$ cat src/rtl/hazard_pkg.sv
// rtl/hazard_pkg.sv - shared constants for the EX hazard controller
// Purpose: forward-select encoding, FSM state encoding and the bit layout of a
// shadow-pipe entry {valid, reg_write, is_load, rd}.
// Ports: none (package).
package hazard_pkg;

    // Operand source selects driven to the EX forward muxes
    localparam logic [1:0] FWD_REG = 2'd0;
    localparam logic [1:0] FWD_EX  = 2'd1;
    localparam logic [1:0] FWD_WB  = 2'd2;

    // Controller state: cause of the control applied in a cycle
    localparam logic [1:0] ST_RUN   = 2'd0;
    localparam logic [1:0] ST_STALL = 2'd1;
    localparam logic [1:0] ST_FLUSH = 2'd2;

    // Shadow entry is REG_ADDR_W+3 bits wide; these are bit offsets above rd
    localparam int ENT_VALID_OFS = 2;
    localparam int ENT_WR_OFS    = 1;
    localparam int ENT_LD_OFS    = 0;

endpackage

$ cat src/rtl/ex_hazard_ctrl_if.sv
// rtl/ex_hazard_ctrl_if.sv - ID-side request and EX control bundle
// Purpose: groups the decode-stage hazard inputs and the forwarding/stall
// outputs of ex_hazard_ctrl.
// Modports: master = pipeline side (drives id_*, ex_branch_taken, mem_busy);
//           slave  = hazard controller (drives fwd_*_sel, stall/bubble/flush,
//           freeze, stall_cnt).
interface ex_hazard_ctrl_if #(
    parameter int REG_ADDR_W = 5,
    parameter int CNT_W      = 16
);
    logic                  id_valid;
    logic [REG_ADDR_W-1:0] id_rs1;
    logic [REG_ADDR_W-1:0] id_rs2;
    logic                  id_rs1_used;
    logic                  id_rs2_used;
    logic [REG_ADDR_W-1:0] id_rd;
    logic                  id_reg_write;
    logic                  id_is_load;
    logic                  ex_branch_taken;
    logic                  mem_busy;
    logic [1:0]            fwd_a_sel;
    logic [1:0]            fwd_b_sel;
    logic                  stall_pc_id;
    logic                  bubble_ex;
    logic                  flush_if_id;
    logic                  freeze;
    logic [CNT_W-1:0]      stall_cnt;

    modport master (
        output id_valid, id_rs1, id_rs2, id_rs1_used, id_rs2_used, id_rd,
               id_reg_write, id_is_load, ex_branch_taken, mem_busy,
        input  fwd_a_sel, fwd_b_sel, stall_pc_id, bubble_ex, flush_if_id,
               freeze, stall_cnt
    );

    modport slave (
        input  id_valid, id_rs1, id_rs2, id_rs1_used, id_rs2_used, id_rd,
               id_reg_write, id_is_load, ex_branch_taken, mem_busy,
        output fwd_a_sel, fwd_b_sel, stall_pc_id, bubble_ex, flush_if_id,
               freeze, stall_cnt
    );
endinterface

$ cat src/rtl/hazard_match.sv
// rtl/hazard_match.sv - one source register vs one shadow-pipe entry
// Purpose: flags a RAW dependency of an ID source on a younger writer.
// Ports: rs_i (source index), rs_used_i (source is read), entry_i (shadow
// entry {valid, reg_write, is_load, rd}), hit_o (dependency present).
module hazard_match
    import hazard_pkg::*;
#(
    parameter int REG_ADDR_W = 5
) (
    input  logic [REG_ADDR_W-1:0] rs_i,
    input  logic                  rs_used_i,
    input  logic [REG_ADDR_W+2:0] entry_i,
    output logic                  hit_o
);
    // x0 is hard-wired zero, so it never carries a dependency
    assign hit_o = rs_used_i
                && (rs_i != '0)
                && entry_i[REG_ADDR_W+ENT_VALID_OFS]
                && entry_i[REG_ADDR_W+ENT_WR_OFS]
                && (rs_i == entry_i[REG_ADDR_W-1:0]);

    // Load flag is interpreted by the caller, not here
    logic unused_ld;
    assign unused_ld = entry_i[REG_ADDR_W+ENT_LD_OFS];
endmodule

$ cat src/rtl/ex_hazard_ctrl.sv
// rtl/ex_hazard_ctrl.sv - EX-stage forwarding, stall, bubble and flush control
// Purpose: tracks destination info for EX/MEM/WB in a shadow pipe and derives
// operand-forward selects, RAW/load-use stalls, EX bubbles and branch flushes.
// Ports: clk, rst_n (async active-low), hz (ex_hazard_ctrl_if.slave).
// Config: EX_FORWARD_EN defined -> EX/MEM and MEM/WB forwarding, load-use
// stall only; undefined -> selects tied to FWD_REG, ID stalls on any match.
module ex_hazard_ctrl
    import hazard_pkg::*;
#(
    parameter int REG_ADDR_W = 5,
    parameter int CNT_W      = 16
) (
    input  logic             clk,
    input  logic             rst_n,
    ex_hazard_ctrl_if.slave  hz
);
    localparam int EW = REG_ADDR_W + 3;

    logic [EW-1:0]    ex_q, mem_q, wb_q, ex_d;
    logic [1:0]       fwd_a_q, fwd_b_q, fwd_a_d, fwd_b_d;
    logic [1:0]       state_q, state_d;
    logic [CNT_W-1:0] cnt_q;

    logic             id_live, rs1_used, rs2_used;
    logic             branch, raw_stall, stall, bubble;
    logic [2:0]       hit_a, hit_b;
    logic [EW-1:0]    stage_ent [3];

    // The cycle after a flush, IF/ID has been squashed: ignore whatever ID shows
    assign id_live  = hz.id_valid && (state_q != ST_FLUSH);
    assign rs1_used = id_live && hz.id_rs1_used;
    assign rs2_used = id_live && hz.id_rs2_used;

    assign stage_ent[0] = ex_q;
    assign stage_ent[1] = mem_q;
    assign stage_ent[2] = wb_q;

    for (genvar g = 0; g < 3; g++) begin : g_match
        hazard_match #(.REG_ADDR_W(REG_ADDR_W)) u_a (
            .rs_i      (hz.id_rs1),
            .rs_used_i (rs1_used),
            .entry_i   (stage_ent[g]),
            .hit_o     (hit_a[g])
        );
        hazard_match #(.REG_ADDR_W(REG_ADDR_W)) u_b (
            .rs_i      (hz.id_rs2),
            .rs_used_i (rs2_used),
            .entry_i   (stage_ent[g]),
            .hit_o     (hit_b[g])
        );
    end

    assign branch = hz.ex_branch_taken && ex_q[REG_ADDR_W+ENT_VALID_OFS];

`ifdef EX_FORWARD_EN
    // Load data is not ready until MEM, so a load in EX cannot be forwarded yet
    assign raw_stall = ex_q[REG_ADDR_W+ENT_LD_OFS] && (hit_a[0] || hit_b[0]);

    // A WB-stage writer has retired by the time ID reaches EX
    logic unused_wb_hit;
    assign unused_wb_hit = hit_a[2] | hit_b[2];
`else
    assign raw_stall = (|hit_a) || (|hit_b);
`endif

    // A taken branch squashes the ID instruction, so its stall is moot
    assign stall  = raw_stall && !branch;
    assign bubble = stall || branch;

    always_comb begin
        ex_d    = bubble ? '0 : {id_live, hz.id_reg_write, hz.id_is_load, hz.id_rd};
        fwd_a_d = FWD_REG;
        fwd_b_d = FWD_REG;
`ifdef EX_FORWARD_EN
        // Selects follow the instruction into EX; a bubble carries no operands
        if (!bubble) begin
            if (hit_a[0])      fwd_a_d = FWD_EX;
            else if (hit_a[1]) fwd_a_d = FWD_WB;
            if (hit_b[0])      fwd_b_d = FWD_EX;
            else if (hit_b[1]) fwd_b_d = FWD_WB;
        end
`endif
        if (branch)     state_d = ST_FLUSH;
        else if (stall) state_d = ST_STALL;
        else            state_d = ST_RUN;
    end

    always_ff @(posedge clk or negedge rst_n) begin
        if (!rst_n) begin
            ex_q    <= '0;
            mem_q   <= '0;
            wb_q    <= '0;
            fwd_a_q <= FWD_REG;
            fwd_b_q <= FWD_REG;
            state_q <= ST_RUN;
            cnt_q   <= '0;
        end else if (!hz.mem_busy) begin
            ex_q    <= ex_d;
            mem_q   <= ex_q;
            wb_q    <= mem_q;
            fwd_a_q <= fwd_a_d;
            fwd_b_q <= fwd_b_d;
            state_q <= state_d;
            if (stall && (cnt_q != '1)) begin
                cnt_q <= cnt_q + {{(CNT_W-1){1'b0}}, 1'b1};
            end
        end
    end

    assign hz.fwd_a_sel   = fwd_a_q;
    assign hz.fwd_b_sel   = fwd_b_q;
    assign hz.stall_pc_id = stall;
    assign hz.bubble_ex   = bubble;
    assign hz.flush_if_id = branch;
    assign hz.freeze      = hz.mem_busy;
    assign hz.stall_cnt   = cnt_q;
endmodule

$ cat src/flat_wrapper.sv
// flat-port wrapper written by rule: the top's interface ports become plain ports
module ex_hazard_ctrl_flat import hazard_pkg::*;
#(
    parameter int REG_ADDR_W = 5,
    parameter int CNT_W      = 16
)
  (clk, rst_n, hz_id_valid, hz_id_rs1, hz_id_rs2, hz_id_rs1_used, hz_id_rs2_used, hz_id_rd, hz_id_reg_write, hz_id_is_load, hz_ex_branch_taken, hz_mem_busy, hz_fwd_a_sel, hz_fwd_b_sel, hz_stall_pc_id, hz_bubble_ex, hz_flush_if_id, hz_freeze, hz_stall_cnt);
  ex_hazard_ctrl_if #(.REG_ADDR_W(REG_ADDR_W), .CNT_W(CNT_W)) hz_i ();
  input  logic clk;
  input  logic rst_n;
  input wire logic [$bits(hz_i.id_valid)-1:0] hz_id_valid;
  input wire logic [$bits(hz_i.id_rs1)-1:0] hz_id_rs1;
  input wire logic [$bits(hz_i.id_rs2)-1:0] hz_id_rs2;
  input wire logic [$bits(hz_i.id_rs1_used)-1:0] hz_id_rs1_used;
  input wire logic [$bits(hz_i.id_rs2_used)-1:0] hz_id_rs2_used;
  input wire logic [$bits(hz_i.id_rd)-1:0] hz_id_rd;
  input wire logic [$bits(hz_i.id_reg_write)-1:0] hz_id_reg_write;
  input wire logic [$bits(hz_i.id_is_load)-1:0] hz_id_is_load;
  input wire logic [$bits(hz_i.ex_branch_taken)-1:0] hz_ex_branch_taken;
  input wire logic [$bits(hz_i.mem_busy)-1:0] hz_mem_busy;
  output wire logic [$bits(hz_i.fwd_a_sel)-1:0] hz_fwd_a_sel;
  output wire logic [$bits(hz_i.fwd_b_sel)-1:0] hz_fwd_b_sel;
  output wire logic [$bits(hz_i.stall_pc_id)-1:0] hz_stall_pc_id;
  output wire logic [$bits(hz_i.bubble_ex)-1:0] hz_bubble_ex;
  output wire logic [$bits(hz_i.flush_if_id)-1:0] hz_flush_if_id;
  output wire logic [$bits(hz_i.freeze)-1:0] hz_freeze;
  output wire logic [$bits(hz_i.stall_cnt)-1:0] hz_stall_cnt;
  assign hz_i.id_valid = hz_id_valid;
  assign hz_i.id_rs1 = hz_id_rs1;
  assign hz_i.id_rs2 = hz_id_rs2;
  assign hz_i.id_rs1_used = hz_id_rs1_used;
  assign hz_i.id_rs2_used = hz_id_rs2_used;
  assign hz_i.id_rd = hz_id_rd;
  assign hz_i.id_reg_write = hz_id_reg_write;
  assign hz_i.id_is_load = hz_id_is_load;
  assign hz_i.ex_branch_taken = hz_ex_branch_taken;
  assign hz_i.mem_busy = hz_mem_busy;
  assign hz_fwd_a_sel = hz_i.fwd_a_sel;
  assign hz_fwd_b_sel = hz_i.fwd_b_sel;
  assign hz_stall_pc_id = hz_i.stall_pc_id;
  assign hz_bubble_ex = hz_i.bubble_ex;
  assign hz_flush_if_id = hz_i.flush_if_id;
  assign hz_freeze = hz_i.freeze;
  assign hz_stall_cnt = hz_i.stall_cnt;
  ex_hazard_ctrl #(.REG_ADDR_W(REG_ADDR_W), .CNT_W(CNT_W)) u_core (.clk(clk), .rst_n(rst_n), .hz(hz_i));
endmodule
$ cat config.mk
export PLATFORM = sky130hd
export DESIGN_NAME = ex_hazard_ctrl_flat
export DESIGN_NICKNAME = d
export VERILOG_FILES = /design/src/rtl/hazard_pkg.sv /design/src/rtl/ex_hazard_ctrl_if.sv /design/src/rtl/hazard_match.sv /design/src/rtl/ex_hazard_ctrl.sv /design/src/flat_wrapper.sv
export SDC_FILE = /design/constraint.sdc
export NUM_CORES = 1
export LEC_CHECK = 0
export BUFFER_PORTS_ARGS = -buffer_cell sky130_fd_sc_hd__buf_2
export CORE_MARGIN = 2
export CORE_UTILIZATION = 35
export CTS_BUF_LIST = sky130_fd_sc_hd__clkbuf_4 sky130_fd_sc_hd__clkbuf_8
export DETAILED_ROUTE_END_ITERATION = 7
export GPL_TIMING_DRIVEN = 0
export HOLD_SLACK_MARGIN = 0.15
export PLACE_DENSITY = 0.63
export SLEW_MARGIN = 20
export SYNTH_ARGS = -nofsm -noshare
export SYNTH_HDL_FRONTEND = slang
export SYNTH_HIERARCHICAL = 1
export SYNTH_SLANG_ARGS = --single-unit
$ cat constraint.sdc
create_clock -name clk -period 2 [get_ports clk]
set_clock_uncertainty 0.05 [all_clocks]
set_input_delay 0.2 -clock clk [delete_from_list [all_inputs] [get_ports clk]]
set_output_delay 0.2 -clock clk [all_outputs]
set_load 0.05 [all_outputs]
==> results of run 1 <==
## repair_timing
action                     4_1_cts  5_1_grt
buffers inserted                 7        4
pin swaps                        8       25
resized for setup               12       33
hold endpoints to repair        45        0
setup endpoints to repair       26       26
hold buffers                     7        0
cloned                           1        0
## worst min-delay path: cells and delay by family
kind            cells  cell delay (ns)
buf+inv             1             0.12
compound gates      1             0.09
simple gates        1             0.11
## layout make-up
class	count	area, um^2	share of cell area, %
multi-input combinational	159	1260	43.5
timing repair buffer	59	397	13.7
inverter	4	17.5	0.606
clock buffer	5	68.8	2.38
tap	75	93.8	3.25
buffer	10	65.1	2.25
clock inverter	3	15.0	0.519
sequential	39	976	33.8
## sequential cells by signal (all words and copies together) (netlist names)
name	cells
u_core/hz.stall_cnt	16
u_core/ex_q	7
u_core/mem_q	7
u_core/wb_q	7
u_core/state_q	2
## routing by layer
metal  vias to the layer above  routed length (um)
li1                        860                   -
met2                        67                2360
met1                       830                2370
met4                         0                  20
met5                         -                   0
met3                         2                 357
## metrics by stage
step	utilization [%]	hold WS (ns)	setup TNS [ns]	std cells	setup WS, ns
floorplan	-	-0.146	-1.60	213	-0.157
CTS	46.3	0.194	-11.79	352	-0.606
finish	48.8	0.230	-10.89	354	-0.539
detailed placement	42.0	0.328	-7.91	329	-0.440
global route	48.8	0.263	-13.29	354	-0.634
global placement	42.0	0.325	-7.41	329	-0.425
## power by group
group	switching [mW]	internal, mW
sequential	0.0932	0.862
clock	0.276	0.239
combinational	0.217	0.205
## worst paths after layout
kind	end	cells past startpoint
max reg2reg	u_core/hz.stall_cnt[15]$_DFFE_PN0P_	12
min	u_core/state_q[1]$_DFFE_PN0N_	3
min reg2reg	u_core/hz.stall_cnt[11]$_DFFE_PN0P_	1
min in group asynchronous	u_core/wb_q[2]$_DFFE_PN0N_	2
max in group asynchronous	u_core/mem_q[0]$_DFFE_PN0N_	2
max	hz_bubble_ex	10
==> summary.md, run 1 <==
| Metric | Value |
|---|---|
| DP Wirelength | `3390 um` |
| Most frequent cells in the layout | `buf_2 (40), dfrtp_1 (39), xnor2_1 (35)` |
| Post-layout min period | `2.54 ns` |
| CP startpoint kind | `flop` |
| Final ANT Viol Nets | `0` |
| DR iter-0 viols | `105` |
| Final Hold Viols | `0` |
| Endpoints failing setup | `26` |
| Placed cell areas | `0.00249 mm^2` |
| Global routing usage on met3 | `4.57%` |
| Vias/cell | `4.97` |
| Hold path start | `hz_ex_branch_taken` |
| R2R Setup Slk | `-0.53 ns` |
| Commonest non-fill, non-tap cell in the layout | `buf_2` |
| Area Growth Syn to Fin | `34.7%` |
| Setup ws final | `-0.539 ns` |
| Vias | `1759` |
| Routed len/inst | `14.4 um` |
| Fill count | `563` |
| Measured slew at the worst slew-check pin | `0.899 ns` |
| DR DRC count | `0` |
| Mean Syn Cell Area | `10.2 um^2` |
| Chip Width | `82.3 um` |
| Clk slew on worst S/H paths | `0.08 ns` |
| Most frequent CP cell | `and2_4` |
| Yosys Warn Count | `6` |
| RSZ-0062 raised after global routing | `yes` |
| Routed Wire Length | `5110 um` |
| I/O pin count | `48` |
| GRT met1 Usage | `21.8%` |
| M2 GR Usage | `25.4%` |
| Total grt overflow | `0` |
| Slowest Stage Delay on Critical Path | `0.58 ns` |
| Pwr dens | `655 mW/mm^2` |
| Relative slew slack | `40.0%` |
| Critical Path Start | `u_core/state_q[0]$_DFFE_PN0N_` |
| Fin area | `0.00289 mm^2` |
| FMAX | `394 MHz` |
| Antenna fix cells | `0` |
| Clock tree buffer depth | `2` |
| Delay-heaviest family, CP | `simple AND/OR/NAND/NOR gates` |
| CTS Buf Count | `5` |
| Clock root cell | `clkbuf_8` |
| Starting Density | `36.2%` |
| Period utilization | `127%` |
| Die height | `82.3 um` |
| Slowest CP cell | `or4_4` |
| Post-Syn Instances | `210` |
| Nature of the critical path endpoint | `output port` |
| Outcome | `finished with violations` |
| Pleak | `1.30 nW` |
| Worst EP required | `1.75 ns` |
| PnR Total Power | `1.89 mW` |
| Tot GR Track Use | `16.2%` |
| FF-to-FF Start | `u_core/state_q[0]$_DFFE_PN0N_` |
| GRT busiest layer | `met2` |
| Hold Crit Class | `input port to flop` |
| Violated checks | `setup timing` |
| Placer Congestion | `0.880` |
| Final Slew Violations | `0` |
| Max cap viols | `0` |
| H-tree level count | `2` |
| TritonCTS clock tree | `done` |
| WS Path Type | `flop to output port` |
| WP data arrival | `2.29 ns` |
| Global-route wire length before repair | `8290 um` |
| Share of layout cells above drive strength 1 | `41.9%` |
| Largest net degree at the start of global routing | `40` |
| CTS sink count | `39` |
| PortBufs | `41` |
| Final nets | `303` |
| Clock latency at the later pin of the worst-skew pair | `0.29 ns` |
| Initial antenna violation count | `0` |
| Worst path cell trace | `inv_2, a21boi_4, and2_4, nand4_1, a211oi_2, or4_4, nor3_4, and2_4, inv_4, buf_8` |
| Drt pass-1 iters | `4` |
| Vias in the first global route | `1695` |
| Total die area | `0.00677 mm^2` |
| Max VDD drop | `415 uV` |
| Synthesized area | `0.00215 mm^2` |
| Worst-path fanout max | `3` |
| Worst Path Buf+Inv | `3` |
| # rows | `28` |
| Core area | `0.00592 mm^2` |
Note: power is estimated with default switching activity, not from simulation.
==> inputs of run 2 (changes only) <==
--- a/config.mk
+++ b/config.mk
@@ -6,13 +6,15 @@
 export NUM_CORES = 1
 export LEC_CHECK = 0
 export BUFFER_PORTS_ARGS = -buffer_cell sky130_fd_sc_hd__buf_2
+export CELL_PAD_IN_SITES_DETAIL_PLACEMENT = 1
+export CELL_PAD_IN_SITES_GLOBAL_PLACEMENT = 2
 export CORE_MARGIN = 2
-export CORE_UTILIZATION = 35
+export CORE_UTILIZATION = 32
 export CTS_BUF_LIST = sky130_fd_sc_hd__clkbuf_4 sky130_fd_sc_hd__clkbuf_8
 export DETAILED_ROUTE_END_ITERATION = 7
 export GPL_TIMING_DRIVEN = 0
 export HOLD_SLACK_MARGIN = 0.15
-export PLACE_DENSITY = 0.63
+export PLACE_DENSITY = 0.84
 export SLEW_MARGIN = 20
 export SYNTH_ARGS = -nofsm -noshare
 export SYNTH_HDL_FRONTEND = slang
==> summary.md, run 2 (same netlist as run 1, synthesis figures left out) <==
| Metric | Value |
|---|---|
| Outcome | `finished with violations` |
| Violated checks | `DRC, setup timing` |
| Vias | `1799 (+2.3%)` |
| Clock root cell | `clkbuf_8` |
| Share of layout cells above drive strength 1 | `39.9% (-2.0 points)` |
| Critical Path Start | `u_core/state_q[0]$_DFFE_PN0N_` |
| Pwr dens | `681 mW/mm^2 (+4.0%)` |
| Endpoints failing setup | `26 (unchanged)` |
| Area Growth Syn to Fin | `35.5%` |
| Clk slew on worst S/H paths | `0.08 ns (about the same)` |
| Commonest non-fill, non-tap cell in the layout | `buf_2` |
| Placed cells | `331 (+0.61%)` |
| Clock tree buffer depth | `2 (unchanged)` |
| Min Hold Slack | `0.208 ns (-0.0213 ns)` |
| H-tree level count | `2 (unchanged)` |
| Measured slew at the worst slew-check pin | `0.898 ns (-0.00128 ns)` |
| Post-layout min period | `2.53 ns (-0.00604 ns)` |
| Nature of the critical path endpoint | `output port` |
| Total grt overflow | `0 (unchanged)` |
| PnR Total Power | `1.98 mW (+4.6%)` |
| Largest register FFs | `16 (unchanged)` |
| FMAX | `395 MHz (+0.24%)` |
| Initial antenna violation count | `0 (unchanged)` |
| Routed metal-1 wirelength | `2490 um (+5.0%)` |
| DP Wirelength | `3940 um (+16%)` |
| Pleak | `1.32 nW (+1.9%)` |
| Final Hold Viols | `0 (unchanged)` |
| Met2 routed WL | `3050 um (+29%)` |
| DR DRC count | `3 (+3)` |
| Sequential cell area | `976 um^2 (unchanged)` |
| Max layer used | `met4` |
| Core area | `0.00642 mm^2 (+8.5%)` |
| Finished Layout Cells | `355 (+0.28%)` |
| I/O pin count | `48 (unchanged)` |
| Hold Crit Class | `input port to flop` |
| RSZ-0062 raised after global routing | `yes` |
| Vias/cell | `5.07 (+2.0%)` |
| Chip Width | `85.9 um (+4.4%)` |
| Setup ws final | `-0.533 ns (+0.00604 ns)` |
| Clock latency at the later pin of the worst-skew pair | `0.29 ns (about the same)` |
| Drt pass-1 iters | `8 (+4)` |
| Worst EP required | `1.75 ns (about the same)` |
| Multi-input gate area | `0.00125 mm^2 (-0.20%)` |
| FF-to-FF Start | `u_core/state_q[0]$_DFFE_PN0N_` |
| Worst-path fanout max | `3 (unchanged)` |
| Relative slew slack | `40.1% (+0.085 points)` |
| Placer Congestion | `0.744 (-15%)` |
| Final Slew Violations | `0 (unchanged)` |
| TritonCTS clock tree | `done` |
| Fill count | `730 (+30%)` |
| Most frequent cells in the layout | `buf_2 (40), dfrtp_1 (39), xnor2_1 (34)` |
| CTS Buf Count | `5 (unchanged)` |
| Max VDD drop | `443 uV (+6.7%)` |
| Total die area | `0.00738 mm^2 (+8.9%)` |
| WP data arrival | `2.28 ns (about the same)` |
| WS Path Type | `flop to output port` |
| CTS sink count | `39 (unchanged)` |
| PortBufs | `41 (unchanged)` |
| Starting Density | `33.4% (-2.8 points)` |
| Vias in the first global route | `1951 (+15%)` |
| Final ANT Viol Nets | `0 (unchanged)` |
| Die height | `85.9 um (+4.4%)` |
| Global-route wire length before repair | `9470 um (+14%)` |
| Dpl ws | `-0.477 ns (-0.0369 ns)` |
| # rows | `29 (+3.6%)` |
| Routed Wire Length | `5910 um (+16%)` |
| Period utilization | `127% (-0.30 points)` |
| Tot GR Track Use | `16.4% (+0.20 points)` |
| CP startpoint kind | `flop` |
| Antenna fix cells | `0 (unchanged)` |
| Hold path start | `hz_ex_branch_taken` |
| Final nets | `302 (-0.33%)` |
| DR iter-0 viols | `62 (-41%)` |
| Max cap viols | `0 (unchanged)` |
| Largest net degree at the start of global routing | `40 (unchanged)` |
| Routed len/inst | `16.6 um (+15%)` |
| Setup TNS | `-10.65 ns (+0.237 ns)` |
| Met3 wire len | `277 um (-22%)` |
==> run 2: cell count changes in the layout (fill, tap and decap cells not counted), sizes merged <==
cell / delta
clkinv: -3
buf: -1
clkbuf: +3
==> run 2: layout make-up <==
cell class                      count  share of cell area, %
Multi-Input combinational cell    159                   43.2
Sequential cell                    39                   33.6
Timing Repair Buffer               58                   13.5
Clock buffer                        8                   3.57
Tap cell                           77                   3.31
Buffer                             10                   2.24
Inverter                            4                  0.603
==> run 2: per-layer routing <==
layer,track usage (%),vias up
met5,0,-
met4,4.33,0
met3,4.52,8
met2,29.2,44
met1,19.5,889
li1,-,858
==> run 2: critical path, stage by stage (launching register included) <==
cell      delay [ns]
dfrtp_1         0.40
inv_2           0.08
a21boi_4        0.06
and2_4          0.17
nand4_1         0.09
a211oi_2        0.05
or4_4           0.57
nor3_4          0.19
and2_4          0.21
inv_4           0.04
buf_8           0.14
==> run 2: stage by stage <==
| step | instance area (um^2) | util, % |
|---|---|---|
| 4_1_cts | 2770 | 43.2 |
| 5_1_grt | 2910 | 45.3 |
| 3_3_place_gp | 2490 | 38.8 |
| 2_1_floorplan | 2190 | - |
| 3_5_place_dp | 2490 | 38.8 |
| 6_report | 2910 | 45.3 |
==> run 2: path summary, 6_finish.rpt <==
| check | to | slack (ns) | cells past startpoint |
|---|---|---|---|
| max in group asynchronous | u_core/wb_q[1]$_DFFE_PN0N_ | 0.82 | 2 |
| min in group asynchronous | u_core/hz.stall_cnt[15]$_DFFE_PN0P_ | 0.51 | 2 |
| max | hz_bubble_ex | -0.53 | 10 |
| min reg2reg | u_core/hz.stall_cnt[15]$_DFFE_PN0P_ | 0.44 | 1 |
| max reg2reg | u_core/hz.stall_cnt[15]$_DFFE_PN0P_ | -0.51 | 12 |
| min | u_core/state_q[1]$_DFFE_PN0N_ | 0.21 | 3 |
==> run 2: power breakdown <==
group	internal, mW	leakage [nW]	switching (mW)
clock	0.329	0.0549	0.276
sequential	0.862	0.512	0.0920
combinational	0.200	0.755	0.219
total	1.39	1.32	0.588
==> run 2: what timing repair did <==
item	4_1_cts	5_1_grt
pin swaps	8	22
buffers inserted	7	3
endpoints found under the hold margin	45	0
cloned	1	0
gates resized for setup	15	28
endpoints found under the setup margin	26	26
hold buffers	7	0
==> inputs of run 3 (changes only) <==
--- a/config.mk
+++ b/config.mk
@@ -6,15 +6,12 @@
 export NUM_CORES = 1
 export LEC_CHECK = 0
 export BUFFER_PORTS_ARGS = -buffer_cell sky130_fd_sc_hd__buf_2
-export CELL_PAD_IN_SITES_DETAIL_PLACEMENT = 1
-export CELL_PAD_IN_SITES_GLOBAL_PLACEMENT = 2
 export CORE_MARGIN = 2
-export CORE_UTILIZATION = 32
+export CORE_UTILIZATION = 35
 export CTS_BUF_LIST = sky130_fd_sc_hd__clkbuf_4 sky130_fd_sc_hd__clkbuf_8
 export DETAILED_ROUTE_END_ITERATION = 7
-export GPL_TIMING_DRIVEN = 0
 export HOLD_SLACK_MARGIN = 0.15
-export PLACE_DENSITY = 0.84
+export PLACE_DENSITY = 0.63
 export SLEW_MARGIN = 20
 export SYNTH_ARGS = -nofsm -noshare
 export SYNTH_HDL_FRONTEND = slang
==> summary.md, run 3 (same netlist as run 1, synthesis figures left out) <==
| Metric | Value |
|---|---|
| Hold Crit Class | `input port to flop` |
| Period utilization | `121% (-5.4 points)` |
| Final Hold Viols | `0 (unchanged)` |
| Slowest CP cell | `or4_4` |
| Vias/cell | `4.91 (-3.2%)` |
| Measured slew at the worst slew-check pin | `0.525 ns (-0.373 ns)` |
| Nature of the critical path endpoint | `flop` |
| Final ANT Viol Nets | `0 (unchanged)` |
| Placer Congestion | `0.829 (+11%)` |
| Total die area | `0.00677 mm^2 (-8.2%)` |
| Worst Path Buf+Inv | `3 (unchanged)` |
| Relative slew slack | `64.5% (+24 points)` |
| DR iter-0 viols | `80 (+29%)` |
| Placed cells | `355 (+7.3%)` |
| Vias in the first global route | `1783 (-8.6%)` |
| TritonCTS clock tree | `done` |
| Worst EP required | `2.17 ns (+0.42 ns)` |
| Final Slew Violations | `0 (unchanged)` |
| Post-layout min period | `2.43 ns (-0.108 ns)` |
| Critical Path Start | `u_core/state_q[0]$_DFFE_PN0N_` |
| Chip Width | `82.3 um (-4.2%)` |
| H-tree level count | `2 (unchanged)` |
| Clock latency at the later pin of the worst-skew pair | `0.29 ns (about the same)` |
| Total grt overflow | `0 (unchanged)` |
| Clock tree buffer depth | `2 (unchanged)` |
| Clk slew on worst S/H paths | `0.08 ns (about the same)` |
| Worst-path fanout max | `7 (+4)` |
| RSZ-0062 raised after global routing | `yes` |
| Pwr dens | `717 mW/mm^2 (+5.3%)` |
| Global-route wire length before repair | `8560 um (-9.5%)` |
| # rows | `28 (-3.4%)` |
| Initial antenna violation count | `0 (unchanged)` |
| Core area | `0.00592 mm^2 (-7.8%)` |
| Routed Wire Length | `5320 um (-10%)` |
| Setup ws final | `-0.425 ns (+0.108 ns)` |
| Slowest Stage Delay on Critical Path | `0.57 ns (about the same)` |
| Most frequent CP cell | `buf_4` |
| FMAX | `412 MHz (+4.4%)` |
| Tot GR Track Use | `16.8% (+0.31 points)` |
| I/O pin count | `48 (unchanged)` |
| Largest register FFs | `16 (unchanged)` |
| Setup TNS | `-8.62 ns (+2.03 ns)` |
| Hold path start | `hz_ex_branch_taken` |
| Pleak | `1.38 nW (+4.1%)` |
| Largest net degree at the start of global routing | `40 (unchanged)` |
| Die height | `82.3 um (-4.2%)` |
| Max VDD drop | `314 uV (-29%)` |
| Drt pass-1 iters | `4 (-4)` |
| CP startpoint kind | `flop` |
| Vias | `1850 (+2.8%)` |
| DR DRC count | `0 (-3)` |
| DP Wirelength | `3760 um (-4.6%)` |
| Violated checks | `setup timing` |
| WP data arrival | `2.59 ns (+0.31 ns)` |
| CTS sink count | `39 (unchanged)` |
| FF-to-FF Start | `u_core/state_q[0]$_DFFE_PN0N_` |
| WS Path Type | `flop to flop` |
| Starting Density | `36.2% (+2.8 points)` |
| Final nets | `326 (+7.9%)` |
| Area Growth Syn to Fin | `39.7%` |
| Max cap viols | `0 (unchanged)` |
| PortBufs | `42 (+2.4%)` |
| Final core utilization | `50.6% (+5.4 points)` |
| Most frequent cells in the layout | `buf_2 (40), buf_4 (39), dfrtp_1 (39)` |
| CTS Buf Count | `5 (unchanged)` |
| Routed len/inst | `14.1 um (-15%)` |
| Antenna fix cells | `0 (unchanged)` |
| Outcome | `finished with violations` |
| Share of layout cells above drive strength 1 | `40.4% (+0.47 points)` |
| Commonest non-fill, non-tap cell in the layout | `buf_2` |
| Endpoints failing setup | `26 (unchanged)` |
| Finished Layout Cells | `377 (+6.2%)` |
| Worst path cell trace | `inv_1, a21boi_2, and2_4, nand4_1, a211oi_1, or4_4, buf_4, o31ai_4, buf_4, a31oi_4, nand3_1, xnor2_1` |
| Clock root cell | `clkbuf_8` |
| Delay-heaviest family, CP | `simple AND/OR/NAND/NOR gates` |
==> run 3: cell type report <==
type                            count  area (um^2)
Clock buffer                        6         82.6
Sequential cell                    39          976
Clock inverter                      2         35.0
Timing Repair Buffer               91          619
Tap cell                           75         93.8
Fill cell                         559         2920
Multi-Input combinational cell    160         1170
Inverter                            4         17.5
==> run 3: worst paths after layout <==
check / end / slack [ns] / cells after the start
min in group asynchronous: u_core/wb_q[3]$_DFFE_PN0N_ / 0.43 / 3
min: u_core/state_q[1]$_DFFE_PN0N_ / 0.24 / 3
max: u_core/hz.stall_cnt[10]$_DFFE_PN0P_ / -0.43 / 12
max in group asynchronous: u_core/wb_q[7]$_DFFE_PN0N_ / 1.11 / 3
min reg2reg: u_core/state_q[0]$_DFFE_PN0N_ / 0.44 / 2
max reg2reg: u_core/hz.stall_cnt[10]$_DFFE_PN0P_ / -0.43 / 12
==> run 3: metal layers <==
layer	track usage [%]	up-vias	part of all wire [%]
li1	-	901	-
met1	23.1	886	47
met2	26.1	59	46
met3	4.89	4	6.1
met4	3.50	0	0.58
met5	0	-	0
==> run 3: metrics by stage <==
stage	setup slack (ns)	area [um^2]	total power [mW]	hold WS (ns)
2_1_floorplan	-0.157	2190	1.22	-0.146
3_3_place_gp	-0.353	2690	1.42	0.236
3_5_place_dp	-0.361	2690	1.44	0.243
4_1_cts	-0.495	2990	2.16	0.240
5_1_grt	-0.549	3000	2.26	0.274
6_report	-0.425	3000	2.15	0.244
==> run 3: worst min-delay path, cell delays in order <==
cell     delay, ns
buf_2         0.10
nand2_1       0.14
o21ai_0       0.09
==> run 3: timing repair <==
action / in CTS / in global routing
hold buffers: 7 / 0
pin swaps: 7 / 6
gates resized for setup: 14 / 1
gates cloned: 1 / 0
endpoints found under the setup margin: 26 / 26
setup buffers: 5 / 1
hold endpoints to repair: 45 / 0
==> run 3: report_power, final <==
part,leakage [nW],internal (mW),switching [mW]
clock,0.0612,0.404,0.290
combinational,0.804,0.271,0.249
sequential,0.512,0.862,0.0727
total,1.38,1.54,0.612
